## src/rtl/uart_tx_frame_engine.sv

```systemverilog
// UART transmit frame engine: serialises one byte per frame on baud strobes.
// Optional break generation is compiled in with `define UART_TX_BREAK_EN.
module uart_tx_frame_engine #(
  parameter logic       IDLE_LEVEL = 1'b1,
  parameter logic [4:0] BREAK_BITS = 5'd13
) (
  input  logic       clk,
  input  logic       rst,
  input  logic       BaudSig_i,
  input  logic [7:0] Data_i,
  input  logic       DataValid_i,
  input  logic       ParityEn_i,
  input  logic       ParityOdd_i,
  input  logic       StopBits2_i,
`ifdef UART_TX_BREAK_EN
  input  logic       Break_i,
`endif
  output logic       Ready_o,
  output logic       Busy_o,
  output logic       TxDone_o,
  output logic       Tx_o
);

  typedef enum logic [3:0] {
    S_IDLE,
    S_WAIT,
    S_START,
    S_DATA,
    S_PARITY,
    S_STOP1,
    S_STOP2
`ifdef UART_TX_BREAK_EN
    , S_WAIT_BRK
    , S_BREAK
`endif
  } state_t;

  state_t     state_q, state_d;
  logic [7:0] shift_q, shift_d;
  logic [2:0] cnt_q, cnt_d;
  logic       par_q, par_d;
  logic       par_en_q, par_en_d;
  logic       stop2_q, stop2_d;
  logic       tx_q, tx_d;
  logic       ready_q, ready_d;
  logic       busy_q, busy_d;
  logic       done_q, done_d;
`ifdef UART_TX_BREAK_EN
  logic [4:0] brk_cnt_q, brk_cnt_d;
`else
  logic       unused_break_bits;
  assign unused_break_bits = ^BREAK_BITS;
`endif

  always_comb begin
    state_d  = state_q;
    shift_d  = shift_q;
    cnt_d    = cnt_q;
    par_d    = par_q;
    par_en_d = par_en_q;
    stop2_d  = stop2_q;
    tx_d     = tx_q;
    done_d   = 1'b0;
`ifdef UART_TX_BREAK_EN
    brk_cnt_d = brk_cnt_q;
`endif
    case (state_q)
      S_IDLE: begin
`ifdef UART_TX_BREAK_EN
        if (Break_i) begin
          stop2_d = 1'b0;
          state_d = S_WAIT_BRK;
        end else
`endif
        if (DataValid_i && ready_q) begin
          shift_d  = Data_i;
          par_en_d = ParityEn_i;
          par_d    = ParityOdd_i ? ~^Data_i : ^Data_i;
          stop2_d  = StopBits2_i;
          state_d  = S_WAIT;
        end
      end
      S_WAIT: begin
        if (BaudSig_i) begin
          tx_d    = 1'b0;
          state_d = S_START;
        end
      end
      S_START: begin
        if (BaudSig_i) begin
          tx_d    = shift_q[0];
          cnt_d   = '0;
          state_d = S_DATA;
        end
      end
      S_DATA: begin
        if (BaudSig_i) begin
          if (cnt_q != 3'd7) begin
            // next bit is taken from the pre-shift register
            tx_d    = shift_q[1];
            shift_d = {1'b0, shift_q[7:1]};
            cnt_d   = cnt_q + 3'd1;
          end else if (par_en_q) begin
            tx_d    = par_q;
            state_d = S_PARITY;
          end else begin
            tx_d    = IDLE_LEVEL;
            state_d = S_STOP1;
          end
        end
      end
      S_PARITY: begin
        if (BaudSig_i) begin
          tx_d    = IDLE_LEVEL;
          state_d = S_STOP1;
        end
      end
      S_STOP1: begin
        if (BaudSig_i) begin
          if (stop2_q) begin
            state_d = S_STOP2;
          end else begin
            done_d  = 1'b1;
            state_d = S_IDLE;
          end
        end
      end
      S_STOP2: begin
        if (BaudSig_i) begin
          done_d  = 1'b1;
          state_d = S_IDLE;
        end
      end
`ifdef UART_TX_BREAK_EN
      S_WAIT_BRK: begin
        if (BaudSig_i) begin
          tx_d      = 1'b0;
          brk_cnt_d = '0;
          state_d   = S_BREAK;
        end
      end
      S_BREAK: begin
        if (BaudSig_i) begin
          // the WAIT_BRK strobe already opened the first low interval
          if (brk_cnt_q == BREAK_BITS - 5'd1) begin
            tx_d    = IDLE_LEVEL;
            state_d = S_STOP1;
          end else begin
            brk_cnt_d = brk_cnt_q + 5'd1;
          end
        end
      end
`endif
      default: begin
        tx_d    = IDLE_LEVEL;
        state_d = S_IDLE;
      end
    endcase
    ready_d = (state_d == S_IDLE);
    busy_d  = (state_d != S_IDLE);
  end

  always_ff @(posedge clk or negedge rst) begin
    if (!rst) begin
      state_q  <= S_IDLE;
      shift_q  <= '0;
      cnt_q    <= '0;
      par_q    <= 1'b0;
      par_en_q <= 1'b0;
      stop2_q  <= 1'b0;
      tx_q     <= IDLE_LEVEL;
      ready_q  <= 1'b1;
      busy_q   <= 1'b0;
      done_q   <= 1'b0;
`ifdef UART_TX_BREAK_EN
      brk_cnt_q <= '0;
`endif
    end else begin
      state_q  <= state_d;
      shift_q  <= shift_d;
      cnt_q    <= cnt_d;
      par_q    <= par_d;
      par_en_q <= par_en_d;
      stop2_q  <= stop2_d;
      tx_q     <= tx_d;
      ready_q  <= ready_d;
      busy_q   <= busy_d;
      done_q   <= done_d;
`ifdef UART_TX_BREAK_EN
      brk_cnt_q <= brk_cnt_d;
`endif
    end
  end

  assign Ready_o  = ready_q;
  assign Busy_o   = busy_q;
  assign TxDone_o = done_q;
  assign Tx_o     = tx_q;

endmodule

```

## config.mk

```make
export PLATFORM = sky130hd
export DESIGN_NAME = uart_tx_frame_engine
export DESIGN_NICKNAME = d
export VERILOG_FILES = /design/src/rtl/uart_tx_frame_engine.sv
export SDC_FILE = /design/constraint.sdc
export NUM_CORES = 1
export LEC_CHECK = 0
export BUFFER_PORTS_ARGS = -buffer_cell sky130_fd_sc_hd__buf_2
export CAP_MARGIN = 10
export CORE_ASPECT_RATIO = 1.25
export CORE_MARGIN = 8
export CORE_UTILIZATION = 50
export DETAILED_ROUTE_END_ITERATION = 7
export GPL_ROUTABILITY_DRIVEN = 0
export GPL_TIMING_DRIVEN = 0
export PLACE_DENSITY = 0.78
export SYNTH_ARGS = -nofsm -noshare
export SYNTH_HDL_FRONTEND = slang
export SYNTH_SLANG_ARGS = --single-unit
export TNS_END_PERCENT = 10
```

## constraint.sdc

```tcl
create_clock -name clk -period 2.2 [get_ports clk]
set_input_delay 0.44 -clock clk [delete_from_list [all_inputs] [get_ports clk]]
set_output_delay 0.44 -clock clk [all_outputs]
set_load 0.01 [all_outputs]
```

==> results of run 1 <==
cell usage in the layout, fill, tap and decap left out, types with 2 or more instances in the layout:
| cell type | netlist | routed |
|---|---|---|
| a22o_1 | 3 | 3 |
| dfrtp_1 | 20 | 20 |
| a21o_1 | 3 | 3 |
| nor3_1 | 2 | 2 |
| clkbuf_4 | 0 | 3 |
| buf_2 | 2 | 20 |
| dfstp_2 | 2 | 2 |
| o21ai_0 | 6 | 6 |
| a21oi_1 | 2 | 2 |
| inv_1 | 5 | 5 |
| clkbuf_1 | 3 | 3 |
| nor3b_1 | 2 | 2 |
| nor2_1 | 4 | 4 |
| a31oi_1 | 2 | 2 |
| buf_6 | 3 | 3 |
| xnor2_1 | 5 | 5 |
| nand2_1 | 19 | 19 |
| xor2_1 | 2 | 2 |
| nand2b_1 | 3 | 3 |
| mux2_2 | 14 | 14 |
| ha_1 | 3 | 3 |
Yosys cell counts, types with 3 or more instances:
| cell type | instances | area (µm²) |
|---|---|---|
| nor2_1 | 4 | 15.0 |
| dfrtp_1 | 20 | 500 |
| a22o_1 | 3 | 26.3 |
| xnor2_1 | 5 | 43.8 |
| nand2_1 | 19 | 71.3 |
| mux2_2 | 14 | 158 |
| nand2b_1 | 3 | 18.8 |
| o21ai_0 | 6 | 30.0 |
| ha_1 | 3 | 37.5 |
| buf_6 | 3 | 33.8 |
| inv_1 | 5 | 18.8 |
| a21o_1 | 3 | 22.5 |
| clkbuf_1 | 3 | 11.3 |
kinds of logic (layout without fill, tap and decap cells):
logic type               after synthesis  after routing
AND/OR/NAND/NOR                       37             37
AO/OA/AOI/OAI                         26             26
flip-flops                            22             22
multiplexers                          15             15
buffers and inverters                 13             34
XOR/XNOR                               8              8
adder cells (fa/ha/maj)                3              3
other                                  1              1
registers in the layout (all words and copies together) (netlist names):
register,flops
Busy_o,1
Ready_o,1
TxDone_o,1
Tx_o,1
cnt_q,3
par_en_q,1
par_q,1
shift_q,8
state_q,4
stop2_q,1
how the worst max path moves through the flow:
stage	startpoint	to	slack, ns	cells past startpoint
floorplan	cnt_q[0]$_DFFE_PN0P_	shift_q[0]$_DFFE_PN0P_	0.42	6
global placement	cnt_q[0]$_DFFE_PN0P_	shift_q[0]$_DFFE_PN0P_	0.29	6
detailed placement	cnt_q[0]$_DFFE_PN0P_	shift_q[0]$_DFFE_PN0P_	0.23	6
CTS	cnt_q[0]$_DFFE_PN0P_	shift_q[0]$_DFFE_PN0P_	0.21	6
global route	cnt_q[0]$_DFFE_PN0P_	Busy_o$_DFF_PN0_	0.04	7
finish	cnt_q[0]$_DFFE_PN0P_	shift_q[0]$_DFFE_PN0P_	0.23	6
cell type report:
class / count / area (µm²) / share of cell area (%)
sequential: 22 / 553 / 37.4
tap: 34 / 42.5 / 2.88
multi-input combinational: 90 / 696 / 47.1
clock buffer: 3 / 22.5 / 1.52
timing repair buffer: 18 / 90.1 / 6.10
buffer: 8 / 55.1 / 3.73
inverter: 5 / 18.8 / 1.27
stage by stage:
| stage | cells | setup WS, ns | area, µm² | hold WS (ns) |
|---|---|---|---|---|
| floorplan | 125 | 0.421 | 1320 | 0.144 |
| CTS | 180 | 0.207 | 1480 | 0.0946 |
| finish | 180 | 0.230 | 1480 | 0.0820 |
| global placement | 177 | 0.286 | 1460 | 0.424 |
| global route | 180 | 0.0378 | 1480 | 0.105 |
| detailed placement | 177 | 0.231 | 1460 | 0.433 |
where the power goes:
group          total (mW)  switching (mW)  internal (mW)
combinational       0.348           0.163          0.185
sequential          0.621          0.0821          0.539
clock               0.174           0.111         0.0638
total                1.14           0.356          0.787
routing by layer:
layer  wire length [µm]  part of all wire, %  global-route usage [%]  vias to the layer above
li1                   -                    -                       -                      489
met2               1310                   52                    22.0                       21
met4                 33                  1.3                    5.58                        0
met1               1030                   41                    14.5                      477
met3                150                  5.9                    2.45                        6
met5                  0                    0                       0                        -
critical path: stages (launching register included):
cell      delay (ns)
dfrtp_1         0.43
ha_1            0.24
ha_1            0.19
clkbuf_1        0.19
nand2b_4        0.19
a22oi_4         0.25
mux2_2          0.38
==> qor.log, run 1 <==
qor: outcome.status finished clean
qor: yosys.simple_gate_share_of_the_synthesized_area 15.1%
qor: worst_setup_path.critical_path_peak_fanout 9
qor: global_routing.grt_remaining_overflow 0
qor: clock_network.holdBufCountCts 0
qor: worst_setup_path.reg2reg_depth 6
qor: place.dp_hpwl 1970 µm
qor: worst_setup_path.worstReg2RegEnd shift_q[0]$_DFFE_PN0P_
qor: clock_network.clkSinkCount 22
qor: worst_setup_path.reg2reg_from cnt_q[0]$_DFFE_PN0P_
qor: yosys.synthXorXnorAreaFrac 6.34%
qor: timing.post-route-min-period 1.97 ns
qor: global_routing.first_global_vias 1007
qor: worst_setup_path.worst-endpoint-required 2.39 ns
qor: power.peakVddDrop 0.341 mV
qor: floorplanning.floorplan.core_area 2600 µm²
qor: finish.design.final.nets 166
qor: timing.report.final.setup_viol 0
qor: timing.drv_slew 0
qor: yosys.synth-seq-cells 22
qor: worst_setup_path.crit_arrival 2.16 ns
qor: drt.routedWlPerCell 14.0 µm
qor: floorplanning.ports 19
qor: drt.drt_iter0_drc 48
qor: yosys.syn-num-nets 143
qor: yosys.postSynth.topFlopCell dfrtp_1
qor: finish.fillerInstances 227
qor: finish.final_core_utilization 56.8%
qor: timing.unrepaired_setup_endpoints_after_global_routing no
qor: yosys.avgSynthCellArea 10.6 µm²
qor: drt.vias 993
qor: drt.detail_route.wirelength 2530 µm
qor: finish.drive_above_1_share 31.5%
qor: global_routing.antenna_violations_before_repair 0
qor: clock_network.cts_htree_levels 1
qor: power.power_density 774 nW/µm²
qor: yosys.syn-instance-count 125
qor: clock_network.post-cts-setup-buffer-count 0
qor: global_routing.grt_usage 12.8%
qor: yosys.seq_area_frac_synth 41.8%
qor: global_routing.grt_max_degree 23
qor: worst_setup_path.criticalPathCategory reg2reg
qor: clock_network.tritoncts_buffer_count 3
qor: clock_network.post_cts_resized 0
qor: drt.firstDrtPassIters 4
qor: power.leakage 0.678 nW
qor: clock_network.clkSlewWorstSetupHoldPaths 0.11 ns
qor: clock_network.worstSkewPairLatency 0.30 ns
qor: min_path.holdCritPathClass in2async
qor: worst_setup_path.worst_setup_path_start_kind flop
qor: timing.final_hold_viol_count 0
qor: timing.final.period_utilization 89.6%
qor: yosys.ys_types 40
qor: yosys.synth_compound_area_share 15.3%
qor: clock_network.tritoncts done
qor: floorplanning.start_util 50.8%
qor: yosys.ys_warn_count 0
qor: timing.achievable-frequency 507 MHz
qor: yosys.syn-cell-area 1320 µm²
qor: floorplanning.die_width 62 µm
qor: flow_run.max_cap_violations 0
qor: drt.via_per_inst 5.52
qor: yosys.synth_adder_area_share 2.84%
qor: clock_network.clock-root-buffer clkbuf_4
qor: timing.fin_worst_skew 0.00171 ns
qor: drt.drt_drc_violations_left 0
qor: timing.setup_tns 0 ns
qor: floorplanning.total_die_area 4560 µm²
qor: yosys.combinational_family_with_the_most_area_after_synthesis compound AO/OA/AOI/OAI gates
qor: global_routing.grt_first_pass_wirelength 4450 µm
qor: place.place.port_buffers 18
qor: power.power.total 1.14 mW
qor: yosys.synth_async_sr_flop_share 100%
qor: yosys.edff_count_synth 0
qor: worst_setup_path.setup.worst_path.end_class flop
qor: finish.num_antenna_cells 0
qor: yosys.synth.mux.area_fraction 12.7%
qor: clock_network.clock_tree.buffer_depth 2
qor: drt.final_antenna_net_count 0
qor: floorplanning.fp-row-count 21
qor: worst_setup_path.rrSetupSlack 0.23 ns
qor: floorplanning.chipHeight 73.5 µm
qor: finish.area.growth.synth_to_final 11.7%
Power figures use the tool's default switching activity.
==> run 2, diff against run 1 <==
--- a/config.mk
+++ b/config.mk
@@ -10,10 +10,12 @@
 export CORE_ASPECT_RATIO = 1.25
 export CORE_MARGIN = 8
 export CORE_UTILIZATION = 50
+export CTS_BUF_LIST = sky130_fd_sc_hd__clkbuf_8
 export DETAILED_ROUTE_END_ITERATION = 7
 export GPL_ROUTABILITY_DRIVEN = 0
 export GPL_TIMING_DRIVEN = 0
 export PLACE_DENSITY = 0.78
+export SKIP_CTS_REPAIR_TIMING = 1
 export SYNTH_ARGS = -nofsm -noshare
 export SYNTH_HDL_FRONTEND = slang
 export SYNTH_SLANG_ARGS = --single-unit
==> run 2 against run 1 <==
Against the previous run: sequential share of layout area fell by 0.47 points; largest cell class unchanged; register-to-register slack hardly changed; non-clock buffer count did not move; clock skew increased by 0.0010 ns; global-route usage is essentially flat.
==> qor.log, run 2 (synthesis results as in run 1) <==
qor: outcome.status finished clean
qor: timing.worst_hold_slack 0.136 ns
qor: floorplanning.total_die_area 4560 µm²
qor: floorplanning.floorplan.core_area 2600 µm²
qor: worst_setup_path.crit_arrival 2.12 ns
qor: finish.reg_top3 shift_q: 8 flops, state_q: 4 flops, cnt_q: 3 flops
qor: timing.achievable-frequency 506 MHz
qor: global_routing.grt_first_pass_wirelength 4450 µm
qor: finish.drive_above_1_share 31.5%
qor: place.dp_slack 0.231 ns
qor: timing.fin_worst_skew 0.00272 ns
qor: finish.footprint_of_the_multi_input_gates 696 µm²
qor: drt.firstDrtPassIters 4
qor: place.postPlaceCellArea 1460 µm²
qor: worst_setup_path.rrSetupSlack 0.23 ns
qor: clock_network.cts_htree_levels 1
qor: timing.final_hold_viol_count 0
qor: power.power.total 1.21 mW
qor: global_routing.grt_max_degree 23
qor: finish.regMostFlops shift_q
qor: clock_network.tritoncts_buffer_count 3
qor: worst_setup_path.worst_setup_path_start_kind flop
qor: min_path.holdCritPathClass in2async
qor: finish.sequential_cell_area 553 µm²
qor: finish.layout_common_cells dfrtp_1, buf_2, nand2_1
qor: place.place.port_buffers 18
qor: global_routing.first_global_vias 1007
qor: global_routing.antenna_violations_before_repair 0
qor: floorplanning.fp-row-count 21
qor: clock_network.clock_tree.buffer_depth 2
qor: timing.setup_tns 0 ns
qor: power.power_density 809 nW/µm²
qor: finish.num_antenna_cells 0
qor: finish.final_design_area_no_fill 1500 µm²
qor: finish.largest_register_ff_count 8
qor: flow_run.max_cap_violations 0
qor: clock_network.clock-root-buffer clkbuf_8
qor: global_routing.grt_usage 12.8%
qor: clock_network.clkSinkCount 22
qor: finish.design.final.nets 166
qor: timing.drv_slew 0
qor: finish.layoutNonFillerInstCount 180
qor: floorplanning.die_width 62 µm
qor: clock_network.worstSkewPairLatency 0.25 ns
qor: drt.via_per_inst 5.48
qor: floorplanning.start_util 50.8%
qor: power.peakVddDrop 0.363 mV
qor: place.cell_count_post_placement 177
qor: finish.final_core_utilization 57.5%
qor: timing.unrepaired_setup_endpoints_after_global_routing no
qor: floorplanning.chipHeight 73.5 µm
qor: timing.final.period_utilization 89.8%
qor: timing.report.final.setup_viol 0
qor: global_routing.grt_remaining_overflow 0
qor: drt.final_antenna_net_count 0
qor: timing.post-route-min-period 1.97 ns
qor: finish.fillerInstances 224
qor: place.dp_hpwl 1970 µm
qor: drt.drt_iter0_drc 57
qor: worst_setup_path.criticalPathCategory reg2reg
qor: power.leakage 0.686 nW
qor: drt.routedWlPerCell 14.2 µm
qor: worst_setup_path.setup.worst_path.end_class flop
qor: finish.area.growth.synth_to_final 13.2%
qor: drt.vias 986
qor: drt.drt_drc_violations_left 0
qor: clock_network.clkSlewWorstSetupHoldPaths 0.07 ns
qor: drt.detail_route.wirelength 2560 µm
qor: floorplanning.ports 19
qor: timing.least_setup_slack_across_all_paths_after_layout 0.225 ns
qor: clock_network.tritoncts done
qor: worst_setup_path.reg2reg_depth 6
qor: worst_setup_path.critical_path_peak_fanout 9
qor: worst_setup_path.worst-endpoint-required 2.34 ns
[run 2: cell count changes in the layout (fill, tap and decap cells not counted)]
cell      change
clkbuf_4      -3
clkbuf_8      +3
[run 2: critical path, cell delays in order, from the launching register on]
cell and delay (ns):
dfrtp_1 0.41, ha_1 0.24, ha_1 0.19, clkbuf_1 0.19
nand2b_4 0.19, a22oi_4 0.26, mux2_2 0.38
[run 2: cell type report]
type | count | area share (%)
tap | 34 | 2.84
buffer | 8 | 3.68
clock buffer | 3 | 2.76
multi-input combinational | 90 | 46.5
inverter | 5 | 1.25
sequential | 22 | 37.0
timing repair buffer | 18 | 6.02
[run 2: final timing paths]
check / to / from
worst max-delay path: shift_q[0]$_DFFE_PN0P_ / cnt_q[0]$_DFFE_PN0P_
worst min-delay path: Busy_o$_DFF_PN0_ / rst
worst max register to register: shift_q[0]$_DFFE_PN0P_ / cnt_q[0]$_DFFE_PN0P_
worst min register to register: par_q$_DFFE_PN0P_ / par_q$_DFFE_PN0P_
max in group asynchronous: Tx_o$_DFFE_PN1P_ / rst
min in group clk: stop2_q$_DFFE_PN0P_ / StopBits2_i
[run 2: power breakdown]
part | total, mW | internal (mW) | switching, mW
logic | 0.348 | 0.185 | 0.163
registers | 0.623 | 0.540 | 0.0834
clock network | 0.239 | 0.122 | 0.117
total | 1.21 | 0.847 | 0.364
[run 2: metal layers]
metal,track usage (%),wire (µm)
met5,0,0
met4,5.84,29
met3,2.63,139
met2,21.8,1330
met1,14.6,1070
==> run 3, diff against run 2 <==
--- a/config.mk
+++ b/config.mk
@@ -5,16 +5,16 @@
 export SDC_FILE = /design/constraint.sdc
 export NUM_CORES = 1
 export LEC_CHECK = 0
-export BUFFER_PORTS_ARGS = -buffer_cell sky130_fd_sc_hd__buf_2
 export CAP_MARGIN = 10
 export CORE_ASPECT_RATIO = 1.25
 export CORE_MARGIN = 8
 export CORE_UTILIZATION = 50
 export CTS_BUF_LIST = sky130_fd_sc_hd__clkbuf_8
 export DETAILED_ROUTE_END_ITERATION = 7
+export DONT_BUFFER_PORTS = 1
 export GPL_ROUTABILITY_DRIVEN = 0
 export GPL_TIMING_DRIVEN = 0
-export PLACE_DENSITY = 0.78
+export PLACE_DENSITY = 0.72
 export SKIP_CTS_REPAIR_TIMING = 1
 export SYNTH_ARGS = -nofsm -noshare
 export SYNTH_HDL_FRONTEND = slang
==> run 3 against run 2 <==
Against the previous run: clock power hardly changed; clock-buffer cell count unchanged; via count down 5.4%; worst setup slack worse by 0.0088 ns; critical endpoint is now shift_q[6]$_DFFE_PN0P_; highest routed layer unchanged.
==> qor.log, run 3 (synthesis results as in run 1) <==
qor: clock_network.clkSlewWorstSetupHoldPaths 0.07 ns
qor: worst_setup_path.crit_arrival 2.13 ns
qor: power.peakVddDrop 0.372 mV
qor: floorplanning.chipHeight 73.5 µm
qor: worst_setup_path.worst-endpoint-required 2.34 ns
qor: worst_setup_path.setup.worst_path.end_class flop
qor: worst_setup_path.critical_path.n_buffers_inverters 1
qor: min_path.holdCritPathClass in2async
qor: worst_setup_path.criticalPathCategory reg2reg
qor: finish.largest_register_ff_count 8
qor: finish.reg_top3 shift_q: 8 flops, state_q: 4 flops, cnt_q: 3 flops
qor: worst_setup_path.cpMaxStageDelayCell dfrtp_1
qor: worst_setup_path.cells_traversed_along_the_worst_timing_path ha_1 -> ha_1 -> clkbuf_1 -> nand2b_4 -> a22oi_4 -> mux2_2
qor: finish.design.final.nets 150
qor: timing.setup_tns 0 ns
qor: timing.final.period_utilization 90.2%
qor: drt.drt_drc_violations_left 0
qor: drt.detail_route.wirelength 2600 µm
qor: floorplanning.start_util 50.8%
qor: floorplanning.floorplan.core_area 2600 µm²
qor: floorplanning.ports 19
qor: drt.drt_iter0_drc 18
qor: drt.firstDrtPassIters 4
qor: finish.area.growth.synth_to_final 8.61%
qor: drt.vias 933
qor: outcome.status finished clean
qor: timing.final_hold_viol_count 0
qor: clock_network.clock-root-buffer clkbuf_8
qor: place.place.port_buffers 0
qor: clock_network.tritoncts done
qor: finish.drive_above_1_share 22.3%
qor: power.power_density 831 nW/µm²
qor: global_routing.grt_remaining_overflow 0
qor: timing.fin_worst_skew 0.00335 ns
qor: worst_setup_path.reg2reg_depth 6
qor: floorplanning.fp-row-count 21
qor: finish.num_antenna_cells 0
qor: timing.drv_slew 0
qor: finish.final_common_cell dfrtp_1
qor: worst_setup_path.timing.critical_path.max_delay_family flip-flops
qor: clock_network.worstSkewPairLatency 0.26 ns
qor: clock_network.clock_tree.buffer_depth 2
qor: drt.final_antenna_net_count 0
qor: floorplanning.total_die_area 4560 µm²
qor: drt.routedWlPerCell 15.9 µm
qor: place.postPlaceCellArea 1370 µm²
qor: worst_setup_path.critical_path_depth 6
qor: timing.post-route-min-period 1.98 ns
qor: finish.regMostFlops shift_q
qor: timing.achievable-frequency 504 MHz
qor: global_routing.grt_first_pass_wirelength 4140 µm
qor: finish.final_design_area_no_fill 1440 µm²
qor: global_routing.first_global_vias 916
qor: worst_setup_path.worst_setup_path_start_kind flop
qor: worst_setup_path.critical_path.max_stage_delay 0.42 ns
qor: clock_network.clkSinkCount 22
qor: drt.via_per_inst 5.69
qor: clock_network.tritoncts_buffer_count 3
qor: global_routing.antenna_violations_before_repair 0
qor: finish.layout_common_cells dfrtp_1, nand2_1, mux2_2
qor: power.power.total 1.19 mW
qor: worst_setup_path.critical_path.most_common_cell ha_1
qor: floorplanning.die_width 62 µm
qor: global_routing.grt_max_degree 23
qor: clock_network.cts_htree_levels 1
qor: finish.final_core_utilization 55.2%
qor: worst_setup_path.critical_path_peak_fanout 9
qor: timing.report.final.setup_viol 0
qor: place.dp_hpwl 1930 µm
qor: global_routing.grt_usage 12.1%
qor: timing.unrepaired_setup_endpoints_after_global_routing no
qor: flow_run.max_cap_violations 0
qor: power.leakage 0.628 nW
==> run 3: routing by layer <==
metal  global-route usage [%]  wire length [µm]  vias to the layer above
met5                        0                 0                        -
met4                     5.33                36                        0
met3                     3.50               230                        6
met2                     21.1              1320                       31
met1                     12.7              1010                      447
li1                         -                 -                      449
==> run 3: worst paths after layout <==
kind,start,to,slack [ns]
max,cnt_q[0]$_DFFE_PN0P_,shift_q[6]$_DFFE_PN0P_,0.22
min,rst,Ready_o$_DFF_PN1_,0.02
max reg2reg,cnt_q[0]$_DFFE_PN0P_,shift_q[6]$_DFFE_PN0P_,0.22
min reg2reg,shift_q[4]$_DFFE_PN0P_,shift_q[4]$_DFFE_PN0P_,0.51
max in group asynchronous,rst,Tx_o$_DFFE_PN1P_,1.39
min in group clk,ParityEn_i,par_en_q$_DFFE_PN0P_,0.30
==> run 3: layout make-up <==
cell class | instances | area (µm²)
buffer | 8 | 55.1
tap | 34 | 42.5
inverter | 5 | 18.8
timing repair buffer | 2 | 30.0
sequential | 22 | 553
clock buffer | 3 | 41.3
fill | 222 | 1160
multi-input combinational | 90 | 696
==> run 3: report_power, final <==
group,switching (mW),total (mW),internal [mW]
Combinational,0.146,0.319,0.172
Sequential,0.0943,0.635,0.540
Clock,0.118,0.240,0.122
Total,0.359,1.19,0.835
==> run 3: stage by stage <==
step / instances / setup slack [ns] / hold slack (ns)
final: 164 / 0.216 / 0.0197
after floorplan: 125 / 0.421 / 0.144
after global placement: 159 / 0.290 / 0.145
after detailed placement: 159 / 0.225 / 0.145
after global routing: 164 / 0.0444 / 0.00256
after CTS: 162 / 0.208 / -0.141
